`src/rtl/if_fetch_queue.sv`:
```
`default_nettype none
// ============================================================================
// Module   : if_fetch_queue
// Purpose  : Instruction-fetch front end. Issues several instruction reads on
//            an sram-like bus and queues the returned instructions, each tagged
//            with its PC, in front of the decode stage. A redirect flushes the
//            queue and discards the responses still in flight by counting them.
// Revision : 1.0 - initial release
// ----------------------------------------------------------------------------
// Ports
//   clk, reset                  clock, synchronous active-high reset
//   redirect_valid/redirect_pc  flush and restart fetch at redirect_pc
//   out_valid/out_ready         head of queue handshake towards decode
//   out_pc/out_inst/out_ex      head entry: PC, instruction, AdEL flag
//   inst_req/inst_addr          read request (held until inst_addr_ok)
//   inst_wr/size/wstrb/wdata    fixed word-read attributes
//   inst_addr_ok                request accepted this cycle
//   inst_data_ok/inst_rdata     in-order read data return
// ============================================================================
module if_fetch_queue #(
    parameter logic [31:0] RESET_PC        = 32'hbfc00000,
    parameter int          QUEUE_DEPTH     = 4,
    parameter int          MAX_OUTSTANDING = 2
) (
    input  logic        clk,
    input  logic        reset,
    input  logic        redirect_valid,
    input  logic [31:0] redirect_pc,
    output logic        out_valid,
    input  logic        out_ready,
    output logic [31:0] out_pc,
    output logic [31:0] out_inst,
    output logic        out_ex,
    output logic        inst_req,
    output logic        inst_wr,
    output logic [1:0]  inst_size,
    output logic [3:0]  inst_wstrb,
    output logic [31:0] inst_addr,
    output logic [31:0] inst_wdata,
    input  logic        inst_addr_ok,
    input  logic        inst_data_ok,
    input  logic [31:0] inst_rdata
);

    localparam int QW = $clog2(QUEUE_DEPTH);
    localparam int CW = QW + 1;
    localparam int OW = $clog2(MAX_OUTSTANDING + 1);
    localparam int FW = (MAX_OUTSTANDING > 1) ? $clog2(MAX_OUTSTANDING) : 1;
    localparam int SW = CW + 2;

    localparam logic [CW-1:0] C_DEPTH     = CW'(QUEUE_DEPTH);
    localparam logic [SW-1:0] C_DEPTH_S   = SW'(QUEUE_DEPTH);
    localparam logic [OW-1:0] C_MAX_OUT   = OW'(MAX_OUTSTANDING);
    localparam logic [FW-1:0] C_FL_LAST   = FW'(MAX_OUTSTANDING - 1);

    // Fetch control state
    logic [31:0]   r_fetch_pc;
    logic          r_inst_req;
    logic [31:0]   r_inst_addr;
    logic          r_stale;        // held request predates the last redirect
    logic          r_halt;         // AdEL entry queued, wait for redirect
    logic [OW-1:0] r_outstanding;
    logic [OW-1:0] r_discard;

    // In-flight PC FIFO (one entry per accepted, unreturned read)
    logic [31:0]   r_fl_pc [MAX_OUTSTANDING];
    logic [FW-1:0] r_fl_rd;
    logic [FW-1:0] r_fl_wr;

    // Instruction queue
    logic [31:0]   r_q_pc   [QUEUE_DEPTH];
    logic [31:0]   r_q_inst [QUEUE_DEPTH];
    logic          r_q_ex   [QUEUE_DEPTH];
    logic [QW-1:0] r_q_rd;
    logic [QW-1:0] r_q_wr;
    logic [CW-1:0] r_count;

    logic          w_accept;
    logic          w_disc_dec;
    logic          w_data_push;
    logic          w_ex_push;
    logic          w_push;
    logic          w_pop;
    logic [OW-1:0] w_out_n;
    logic [OW-1:0] w_disc_n;
    logic [CW-1:0] w_count_n;
    logic [31:0]   w_fetch_pc_n;
    logic [SW-1:0] w_credit;
    logic          w_issue;
    logic [31:0]   w_push_pc;
    logic [31:0]   w_push_inst;
    logic [FW-1:0] w_fl_rd_n;
    logic [FW-1:0] w_fl_wr_n;

    assign w_accept   = r_inst_req && inst_addr_ok;
    assign w_out_n    = r_outstanding + OW'(w_accept) - OW'(inst_data_ok);
    assign w_disc_dec = inst_data_ok && (r_discard != '0);

    // A stale request accepted after its redirect joins the discard count
    // instead of advancing the fetch PC.
    assign w_disc_n = redirect_valid ? w_out_n
                    : r_discard + OW'(w_accept && r_stale) - OW'(w_disc_dec);

    assign w_data_push = inst_data_ok && (r_discard == '0) && !redirect_valid;

    // A misaligned PC produces a single exception entry, but only once the
    // bus is quiet so that it lands behind every older instruction.
    assign w_ex_push = !redirect_valid && (r_fetch_pc[1:0] != 2'b00) && !r_halt
                    && !r_inst_req && (r_outstanding == '0) && (r_discard == '0)
                    && !inst_data_ok && (r_count < C_DEPTH);

    assign w_push    = w_data_push || w_ex_push;
    assign w_pop     = (r_count != '0) && out_ready && !redirect_valid;
    assign w_count_n = redirect_valid ? '0 : r_count + CW'(w_push) - CW'(w_pop);

    always_comb begin
        w_fetch_pc_n = r_fetch_pc;
        if (redirect_valid) begin
            w_fetch_pc_n = redirect_pc;
        end else if (w_accept && !r_stale) begin
            w_fetch_pc_n = r_fetch_pc + 32'd4;
        end
    end

    // Every accepted read plus every queued entry (and pending discards, as a
    // conservative margin) must fit in the queue before a new read starts.
    assign w_credit = SW'(w_out_n) + SW'(w_count_n) + SW'(w_disc_n);

    assign w_issue = !redirect_valid && (!r_inst_req || inst_addr_ok) && !r_halt
                  && (w_fetch_pc_n[1:0] == 2'b00) && (w_out_n < C_MAX_OUT)
                  && (w_credit < C_DEPTH_S);

    assign w_push_pc   = w_data_push ? r_fl_pc[r_fl_rd] : r_fetch_pc;
    assign w_push_inst = w_data_push ? inst_rdata : 32'h0;

    assign w_fl_rd_n = (r_fl_rd == C_FL_LAST) ? '0 : r_fl_rd + FW'(1);
    assign w_fl_wr_n = (r_fl_wr == C_FL_LAST) ? '0 : r_fl_wr + FW'(1);

    always_ff @(posedge clk) begin
        if (reset) begin
            r_fetch_pc    <= RESET_PC;
            r_inst_req    <= 1'b0;
            r_inst_addr   <= 32'h0;
            r_stale       <= 1'b0;
            r_halt        <= 1'b0;
            r_outstanding <= '0;
            r_discard     <= '0;
            r_count       <= '0;
            r_fl_rd       <= '0;
            r_fl_wr       <= '0;
            r_q_rd        <= '0;
            r_q_wr        <= '0;
        end else begin
            r_fetch_pc    <= w_fetch_pc_n;
            r_outstanding <= w_out_n;
            r_discard     <= w_disc_n;
            r_count       <= w_count_n;

            if (w_issue) begin
                r_inst_req  <= 1'b1;
                r_inst_addr <= w_fetch_pc_n;
            end else if (w_accept) begin
                r_inst_req  <= 1'b0;
            end

            if (redirect_valid) begin
                r_stale <= r_inst_req && !inst_addr_ok;
            end else if (w_accept) begin
                r_stale <= 1'b0;
            end

            if (redirect_valid) begin
                r_halt <= 1'b0;
            end else if (w_ex_push) begin
                r_halt <= 1'b1;
            end

            // The in-flight FIFO is never flushed: discarded responses still
            // pop their PC so the FIFO stays aligned with the bus.
            if (w_accept) begin
                r_fl_wr <= w_fl_wr_n;
            end
            if (inst_data_ok) begin
                r_fl_rd <= w_fl_rd_n;
            end

            if (redirect_valid) begin
                r_q_rd <= '0;
                r_q_wr <= '0;
            end else begin
                if (w_push) begin
                    r_q_wr <= r_q_wr + QW'(1);
                end
                if (w_pop) begin
                    r_q_rd <= r_q_rd + QW'(1);
                end
            end
        end
    end

    // Storage arrays carry no reset; validity is tracked by the pointers.
    always_ff @(posedge clk) begin
        if (!reset && w_accept) begin
            r_fl_pc[r_fl_wr] <= r_inst_addr;
        end
        if (!reset && w_push) begin
            r_q_pc[r_q_wr]   <= w_push_pc;
            r_q_inst[r_q_wr] <= w_push_inst;
            r_q_ex[r_q_wr]   <= w_ex_push;
        end
    end

    assign out_valid  = (r_count != '0);
    assign out_pc     = r_q_pc[r_q_rd];
    assign out_inst   = r_q_inst[r_q_rd];
    assign out_ex     = r_q_ex[r_q_rd];

    assign inst_req   = r_inst_req;
    assign inst_addr  = r_inst_addr;
    assign inst_wr    = 1'b0;
    assign inst_size  = 2'h2;
    assign inst_wstrb = 4'h0;
    assign inst_wdata = 32'h0;

endmodule
`default_nettype wire

```
`config.mk`:
```
export PLATFORM = sky130hd
export DESIGN_NAME = if_fetch_queue
export DESIGN_NICKNAME = d
export VERILOG_FILES = /design/src/rtl/if_fetch_queue.sv
export SDC_FILE = /design/constraint.sdc
export NUM_CORES = 1
export LEC_CHECK = 0
export BUFFER_PORTS_ARGS = -buffer_cell sky130_fd_sc_hd__clkbuf_2
export CAP_MARGIN = 20
export CORE_MARGIN = 2
export CORE_UTILIZATION = 50
export DETAILED_ROUTE_END_ITERATION = 10
export GPL_ROUTABILITY_DRIVEN = 0
export PLACE_DENSITY = 0.74
export SYNTH_ARGS = -nofsm -noshare
export SYNTH_HDL_FRONTEND = slang
export SYNTH_SLANG_ARGS = --single-unit
```
`constraint.sdc`:
```
create_clock -name clk -period 6.7 [get_ports clk]
set_input_delay 1.34 -clock clk [delete_from_list [all_inputs] [get_ports clk]]
set_output_delay 1.34 -clock clk [all_outputs]
set_load 0.02 [all_outputs]
```
==> impl_metrics.csv <==
group,metric,value,unit
run_status,status,"finished clean",
finish,stdcell_count,1698,
grt,grtUsageTotal,20.3,%
floorplanning,core_area,32500,um2
worst_setup_path,critPathMaxFanout,14,
worst_setup_path,critPathLaunchType,"input port",
logic_synthesis,yosys_warnings,0,
clock_network,ctsResizeCount,0,
timing,fin_skew,0.0182,ns
clock_network,cts_buffers,41,
logic_synthesis,synthAdderAreaFrac,1.27,%
logic_synthesis,synth_top_area_share,58.9,%
finish,multi_input_area,4700,um2
logic_synthesis,synth_seq_area_share,68.9,%
worst_setup_path,cp-end-kind,"flip-flop",
placed_design,hpwl,21500,um
drt,drtPass1Iterations,5,
timing,fmax,180,MHz
logic_synthesis,synth_edf_count,324,
worst_setup_path,worstPathRequired,7.10,ns
pwr,p_per_area,316,nW/um2
logic_synthesis,synth_top_family_by_area,"multiplexers",
hold_path,hold_path.class,"flip-flop to flip-flop",
logic_synthesis,syn_inst,1064,
worst_setup_path,crit_end,"inst_addr[23]$_SDFFE_PP0P_",
logic_synthesis,synth-compound-area-share,3.99,%
pwr,leakage,6.70,nW
grt,grt_overflow,0,
worst_setup_path,crit_start,"redirect_valid",
grt,antenna_found_initial,0,
worst_setup_path,critPathArrivalTime,5.97,ns
drt,drc_errors,0,
placed_design,port_buffers,168,
drt,vias,9327,
logic_synthesis,synth_area,16500,um2
clock_network,root_buffer,"clkbuf_16",
finish,antenna_cells,0,
grt,first_global_vias,9414,
logic_synthesis,ys_async_sr_fraction,0,%
logic_synthesis,synth_area_leader_cell,"edfxtp_1",
floorplanning,die_w,186,um
drt,wirelength,34500,um
logic_synthesis,ys_ff_latch,407,
timing,maxSlewViolCount,0,
finish,fill_cells,2556,
timing,setup_violations,0,
clock_network,cts_sinks,407,
logic_synthesis,synthMuxAreaShare,11.5,%
timing,tightest_slew,1.08,ns
worst_setup_path,rr_endpoint,"inst_addr[23]$_SDFFE_PP0P_",
logic_synthesis,yosys.area_share.simple,9.13,%
worst_setup_path,r2r-start,"r_fetch_pc[1]$_SDFF_PP0_",
pwr,ir_worst_vdd,0.000233,V
floorplanning,num_io_pins,208,
clock_network,insertion_delay,0.53,ns
worst_setup_path,setup.worst_path.class,"input port to flip-flop",
finish,drive_gt1_share,26.1,%
clock_network,cts_setup_buffers,0,
hold_path,worstHoldPathCells,0,
finish,area_growth,14.9,%
worst_setup_path,reg2regPathDepth,16,
logic_synthesis,yosysMostFrequentCell,"edfxtp_1",
drt,ant_nets,0,
finish,fin_nets,1308,
worst_setup_path,r2r_slack,1.57,ns
timing,fin_crit_sh,83.1,%
placed_design,dpl.cell_count,1622,
logic_synthesis,synth-xor-area-share,1.54,%
timing,relSlewSlack,28.2,%
logic_synthesis,synth_common_cells,"edfxtp_1, nor2_1, dfxtp_1",
clock_network,clk_pin_slew,0.06,ns
finish,ff_latch_area,11400,um2
flow_run,cap_violations,0,
logic_synthesis,synthFlopType,"edfxtp_1",
timing,finalSetupTns,0,ns
timing,hold_viol,0,
floorplanning,rows,66,
grt,grt_first_pass_wirelength,53100,um
clock_network,ctsHoldBuffers,0,
drt,avgViaCountPerCell,5.49,
floorplanning,die_area,34500,um2
drt,drtIter0Drc,634,
drt,wire_per_inst,20.3,um
timing,rsz0062_at_grt,"no",
logic_synthesis,synthDistinctLibCells,57,
floorplanning,start_util,50.8,%
logic_synthesis,postSynthAreaPerCell,15.5,um2
logic_synthesis,synthTopCellsByArea,"edfxtp_1, dfxtp_1, mux4_2, mux2i_1, nor2_1",
clock_network,htreeDepth,2,
timing,period_needed,5.57,ns
floorplanning,die_h,186,um
grt,grt_max_degree,97,
clock_network,tritoncts,"yes",
clock_network,clock_path_buffers,3,
==> worst min-delay path by stage <==
stage / from / to / slack, ns
after floorplan: r_halt$_SDFFE_PP0P_ / r_halt$_SDFFE_PP0P_ / 0.46
after global placement: inst_addr[18]$_SDFFE_PP0P_ / r_fl_pc[0][18]$_DFFE_PP_ / 0.47
after detailed placement: inst_addr[9]$_SDFFE_PP0P_ / r_fl_pc[0][9]$_DFFE_PP_ / 0.47
after CTS: inst_addr[9]$_SDFFE_PP0P_ / r_fl_pc[0][9]$_DFFE_PP_ / 0.48
after global routing: inst_addr[9]$_SDFFE_PP0P_ / r_fl_pc[0][9]$_DFFE_PP_ / 0.51
final: inst_addr[9]$_SDFFE_PP0P_ / r_fl_pc[1][9]$_DFFE_PP_ / 0.48
==> where the power goes <==
group | switching [mW] | internal (mW) | total (mW)
clock | 0.899 | 1.38 | 2.28
sequential | 0.107 | 2.91 | 3.01
combinational | 0.469 | 0.240 | 0.708
==> layer usage <==
metal	global-route usage, %	wire [um]	share of wire (%)	vias up
li1	-	-	-	4302
met1	28.1	14700	43	4630
met2	33.9	16900	49	339
met3	2.90	2060	6.0	56
met4	5.67	781	2.3	0
met5	0	0	0	-
==> cells by family (layout without fill, tap and decap cells) <==
logic type / after synthesis / in the layout
DFF: 407 / 407
and+or+nand+nor: 285 / 285
buffers and inverters: 115 / 270
muxes: 108 / 108
AOI/OAI and AO/OA: 103 / 103
xor gates and xnor gates: 29 / 29
adders and majority gates: 15 / 15
other: 2 / 39
==> sequential cells by signal, summed over array words and instances (netlist names), named ones only <==
signal         cells
r_outstanding      2
r_discard          2
r_q_wr             2
inst_req           1
r_count            3
r_q_ex             4
r_fl_wr            1
r_fl_rd            1
r_q_pc           128
r_stale            1
r_fetch_pc        32
r_q_rd             2
inst_addr         32
r_fl_pc           64
r_q_inst         128
r_halt             1
==> cell usage in the layout, fill, tap and decap left out, types with 15 or more instances in the layout <==
master / synthesis / routed
a21oi_1: 43 / 43
nor2_1: 93 / 93
xnor2_1: 22 / 22
conb_1: 2 / 39
nand2_1: 36 / 36
and2_1: 41 / 37
nor3_1: 30 / 29
mux4_2: 65 / 65
clkbuf_2: 0 / 168
a211oi_1: 17 / 17
edfxtp_1: 324 / 324
clkbuf_16: 0 / 43
mux2i_1: 41 / 41
dfxtp_1: 83 / 80
nor4_1: 15 / 15
==> area by class of cell <==
cell class / instances / area share (%)
Multi-Input combinational cell: 579 / 24.7
Timing Repair Buffer: 181 / 4.94
Inverter: 13 / 0.257
Tap cell: 442 / 2.91
Clock buffer: 56 / 5.97
Sequential cell: 407 / 60.0
Clock inverter: 20 / 1.19
==> per-stage QoR <==
step	hold slack (ns)	instance area, um2	util (%)	power, mW	setup WS (ns)
floorplan	0.465	16700	-	3.53	1.14
global route	0.512	19000	58.4	6.23	0.858
detailed placement	0.470	17600	54.2	3.78	0.578
CTS	0.484	19000	58.4	6.05	1.15
finish	0.481	19000	58.4	6.00	1.13
global placement	0.467	17600	54.2	3.75	0.730
==> critical path, stage by stage <==
cell and delay [ns]:
clkbuf_2 0.13, nor4_1 0.20, and4b_1 0.33, nor2_1 0.15, ha_1 0.30, inv_1 0.04
ha_1 0.18, fa_1 0.48, nand2_1 0.10, fa_1 0.50, or2_2 0.31, fa_1 0.48
nand2_1 0.04, nor3_1 0.16, nand4_1 0.64, nor4_1 0.50, nor3b_1 0.09
Power figures use the tool's default switching activity.
